`src/rtl/pipeline_hazard_controller.sv`:
```
// Stall/flush sequencer for the 5-stage pipeline. It detects load-use hazards
// and taken branches, and owns the data-memory request/ready handshake with a
// wait-timeout watchdog and a saturating stall-cycle counter.
module pipeline_hazard_controller #(
   parameter int unsigned TIMEOUT = 64,
   parameter int unsigned CNT_W   = 16
) (
   input  logic             clk,
   input  logic             reset,
   input  logic [4:0]       rs1_d,
   input  logic [4:0]       rs2_d,
   input  logic [4:0]       rd_e,
   input  logic             load_e,
   input  logic             pc_src_e,
   input  logic             mem_access_m,
   input  logic             mem_ready,
   output logic             mem_req,
   output logic             stall_f,
   output logic             stall_d,
   output logic             stall_e,
   output logic             stall_m,
   output logic             flush_d,
   output logic             flush_e,
   output logic             flush_w,
   output logic             mem_err,
   output logic [CNT_W-1:0] stall_cnt
);

   typedef enum logic [1:0] {
      RUN      = 2'd0,
      MEM_WAIT = 2'd1,
      ERROR    = 2'd2
   } state_t;

   localparam logic [7:0] TIMEOUT_V = 8'(TIMEOUT);

   state_t     state, state_next;
   logic [7:0] wait_cnt, wait_next;
   logic       req_raw;
   logic       mem_stall;
   logic       lw_stall;

   // Memory handshake, hazard detection and the next-state/wait-counter logic
   always_comb begin
      state_next = state;
      wait_next  = wait_cnt;
      req_raw    = 1'b0;
      case (state)
         RUN: begin
            req_raw = mem_access_m;
            if (mem_access_m && !mem_ready) begin
               state_next = MEM_WAIT;
               wait_next  = 8'd1;
            end
         end
         MEM_WAIT: begin
            req_raw = 1'b1;
            if (mem_ready) begin
               state_next = RUN;
               wait_next  = '0;
            end else if (wait_cnt == TIMEOUT_V) begin
               state_next = ERROR;
               wait_next  = '0;
            end else begin
               wait_next = wait_cnt + 8'd1;
            end
         end
         ERROR: begin
            req_raw = 1'b0;
         end
         default: begin
            state_next = RUN;
            wait_next  = '0;
         end
      endcase

      mem_stall = (req_raw && !mem_ready) || (state == ERROR);
      lw_stall  = load_e && (rd_e != 5'd0) &&
                  ((rd_e == rs1_d) || (rd_e == rs2_d));
   end

   // Prioritised stall/flush decode; everything is held low while in reset
   always_comb begin
      mem_req = 1'b0;
      stall_f = 1'b0;
      stall_d = 1'b0;
      stall_e = 1'b0;
      stall_m = 1'b0;
      flush_d = 1'b0;
      flush_e = 1'b0;
      flush_w = 1'b0;
      if (reset) begin
         mem_req = req_raw;
         if (mem_stall) begin
            // E keeps its branch/load, so no flush while memory stalls
            stall_f = 1'b1;
            stall_d = 1'b1;
            stall_e = 1'b1;
            stall_m = 1'b1;
            flush_w = 1'b1;
         end else if (lw_stall) begin
            stall_f = 1'b1;
            stall_d = 1'b1;
            flush_e = 1'b1;
            flush_d = pc_src_e;
         end else if (pc_src_e) begin
            flush_d = 1'b1;
            flush_e = 1'b1;
         end
      end
   end

   // State, wait counter, sticky error flag and saturating stall counter
   always_ff @(posedge clk or negedge reset) begin
      if (!reset) begin
         state     <= RUN;
         wait_cnt  <= '0;
         mem_err   <= 1'b0;
         stall_cnt <= '0;
      end else begin
         state    <= state_next;
         wait_cnt <= wait_next;
         mem_err  <= mem_err || (state_next == ERROR);
         if (stall_f && (stall_cnt != '1)) begin
            stall_cnt <= stall_cnt + CNT_W'(1);
         end
      end
   end

endmodule

```
`config.mk`:
```
export PLATFORM = sky130hd
export DESIGN_NAME = pipeline_hazard_controller
export DESIGN_NICKNAME = d
export VERILOG_FILES = /design/src/rtl/pipeline_hazard_controller.sv
export SDC_FILE = /design/constraint.sdc
export NUM_CORES = 1
export LEC_CHECK = 0
export ABC_AREA = 1
export ABC_CLOCK_PERIOD_IN_PS = 1700
export BUFFER_PORTS_ARGS = -buffer_cell sky130_fd_sc_hd__buf_2
export CORE_AREA = 2 2 113 71
export DETAILED_ROUTE_END_ITERATION = 8
export DIE_AREA = 0 0 115 73
export GPL_TIMING_DRIVEN = 0
export PLACE_DENSITY_LB_ADDON = 0.1
export SYNTH_ARGS = -nofsm -noshare
export SYNTH_HDL_FRONTEND = slang
export SYNTH_SLANG_ARGS = --single-unit
export TNS_END_PERCENT = 30
```
`constraint.sdc`:
```
create_clock -name clk -period 1.7 [get_ports clk]
set_input_delay 0.17 -clock clk [delete_from_list [all_inputs] [get_ports clk]]
set_output_delay 0.17 -clock clk [all_outputs]
set_load 0.005 [all_outputs]
```
==> flow_summary.toml <==
[power]
p_leak_nw = 1.35
switching_share_pct = 29.7
p_int_w = 0.00120
comb_power_share_pct = 21.6
powerDensity_nw_per_um2 = 711
switching_power_w = 0.000507
clock_power_share_pct = 33.0
share_seq_of_total_power_pct = 45.4
ir_worst_vdd_mv = 0.331

[synth]
syn_inst = 249
ys_types = 28
syn_area_um2 = 1790
syn-num-nets = 273
syn_avg_cell_area_um2 = 7.19
ys_warn_count = 0
synth-seq-cells = 27
synth_seq_area_share_pct = 37.8

[sta]
fin_crit_sh_pct = 97.1
fmax_mhz = 606
relSlewSlack_pct = 76.9
rsz0062_at_grt = "true"
setup_tns_ns = 0
finalCriticalPeriod_ns = 1.65
clock_skew_ns = 0.00645
finalSetupViolCount = 0
finalHoldViolCount = 0
drv_slew = 0
worst_pin_slew_ns = 0.344
holdWs_ns = 0.254

[setup_path]
cp.arrival_ns = 1.48
required_ns = 1.53
crit_slowest_cell = "dfrtp_1"
path_cells = "inv_2 > nor2_1 > nand2_1 > nand3_4 > nand2_4 > nand2_4 > buf_4 > buf_2"
critPathLaunchType = "register"
cp_max_fo = 12
r2r_start = "stall_cnt[1]"
rr_worst_depth = 9
ff2ff_setup_slack_ns = 0.14
crit_path_max_incr_delay_ns = 0.40
timing.rr.end = "stall_cnt[2]"
worst_path_most_repeated_cell = "nand2_4"
cp-end-kind = "primary output"
crit_type = "register to primary output"

[global_routing]
grt_pass1_vias = 1501
grt_max_degree = 28
grt_usage_pct = 11.6
overflow = 0
grt_pass1_wl_um = 7560
grt_antenna_before_repair = 0

[routing]
drc = 0
vias = 1690
wl_met3_um = 247
routed_wl_um = 4590
highest_layer = "met4"
wl_met2_um = 1890
wl_met1_um = 2430
drtIter0Drc = 72
wl_per_cell_um = 11.4
dr.pass1.iters = 4
via_per_inst = 4.18
final_antenna_net_count = 0

[min_path]
hold_start = "mem_access_m"
hold_depth = 3
hp-class = "primary input to register"
min_to = "state[0]"

[cells_and_area]
fin_nets = 335
fin_area_um2 = 2400
final_common_cell = "nand2_1"
diodes = 0
drive_gt1_share_pct = 28.7
syn2layout_area_growth_pct = 34.1
most-common-layout-cells = "nand2_1, buf_2, nand3_1, dfrtp_1, inv_1"
post-route-util_pct = 32.0
n_fill_cell = 823

[clock_network]
clockRootBuffer = "clkbuf_16"
cts-htree-levels = 1
clk_latency_ns = 0.27
cts.sinks = 27
clkTransAtPathRegs_ns = 0.07
cts_tree = "done"
cts_inserted_buffers = 3
cts.path.max_buffers = 2

[die]
dieArea_um2 = 8400
num_rows = 25
die_h_um = 73
die_width_um = 115
coreArea_um2 = 7510
start_util_pct = 23.8
ios = 46

[placement]
io_buffers = 45
postPlaceCellArea_um2 = 2130
gp_congestion = 0.751
dp_hpwl_um = 3300

[flow_run]
cap_violations = 0

[run_status]
status = "finished clean"
## power by group through the flow
stage | sequential [W] | combinational (W) | clock (W)
global route | 0.000781 | 0.000427 | 0.000612
detailed placement | 0.000778 | 0.000298 | 0
CTS | 0.000762 | 0.000324 | 0.000592
floorplan | 0.000770 | 0.000164 | 0
finish | 0.000774 | 0.000368 | 0.000562
global placement | 0.000779 | 0.000297 | 0
## Yosys cell counts
library cell,n,area share (%)
nand2_4,3,1.9
nand2_1,81,17
xor2_1,10,4.9
nor2_8,1,1.1
o21a_1,1,0.42
nor3b_1,1,0.42
inv_2,6,1.3
nand3_2,1,0.56
o31ai_1,1,0.42
ha_1,3,2.1
buf_2,1,0.28
nand2_2,1,0.35
nand3_1,31,8.7
inv_1,27,5.7
nor3_2,2,1.1
buf_4,4,1.7
buf_6,1,0.63
xnor2_1,6,2.9
nor2_4,1,0.63
dfrtp_1,27,38
o22ai_1,1,0.35
nand4_1,2,0.70
or2_2,1,0.35
nor2_1,22,4.6
nor3_1,4,1.1
a21oi_1,2,0.56
o211a_1,1,0.56
o21ai_0,7,2.0
## logic make-up (layout without fill, tap and decap cells)
family | count (synthesis) | after routing | synth area share [%]
AO/OA/AOI/OAI | 13 | 13 | 4.27
buffers and inverters | 39 | 100 | 9.51
AND/OR/NAND/NOR | 151 | 151 | 38.5
flip-flops | 27 | 27 | 37.8
XOR/XNOR | 16 | 16 | 7.83
adder cells (fa/ha/maj) | 3 | 3 | 2.10
## layer usage
layer  GRT usage, %  vias up
met3           3.90        4
met1           17.6      762
met5              0        -
li1               -      902
met4           2.54        0
met2           15.7       22
## area by class of cell
| class | count | area (um^2) | share of cell area [%] |
|---|---|---|---|
| inverter | 33 | 124 | 5.16 |
| clock inverter | 1 | 5.00 | 0.209 |
| tap | 94 | 118 | 4.90 |
| clock buffer | 3 | 75.1 | 3.13 |
| multi-input combinational | 183 | 1010 | 42.2 |
| buffer | 5 | 45.0 | 1.88 |
| sequential | 27 | 676 | 28.2 |
| timing repair buffer | 58 | 344 | 14.3 |
## sequential cells by signal (all words and copies together), names as in the netlist
register	count
mem_err	1
wait_cnt	8
stall_cnt	16
state	2
## worst max-delay path by stage
stage | end | start | depth (start not counted)
after floorplan | stall_cnt[7] | stall_cnt[0] | 9
after global routing | stall_f | state[0] | 8
after global placement | stall_f | reset | 8
final | stall_f | state[0] | 8
after CTS | stall_cnt[2] | stall_cnt[1] | 9
after detailed placement | stall_f | reset | 8
## what timing repair did
item | CTS | global route
resized for setup | 7 | 11
hold buffers | 2 | 0
endpoints found under the hold margin | 27 | 0
pin swaps | 2 | 6
endpoints found under the setup margin | 17 | 20
setup buffers | 5 | 6
## worst max-delay path, delay by kind of cell (launching register included)
kind,cells,cell delay (ns)
and+or+nand+nor,5,0.47
DFF,1,0.40
buffers and inverters,3,0.35
## per-stage QoR
step	setup slack, ns	instances	total power (W)
after floorplan	0.163	249	0.000934
after global placement	-0.239	388	0.00108
after detailed placement	-0.244	388	0.00108
after CTS	0.00154	398	0.00168
after global routing	-0.0298	404	0.00182
final	0.0493	404	0.00170
Power figures use the tool's default switching activity.
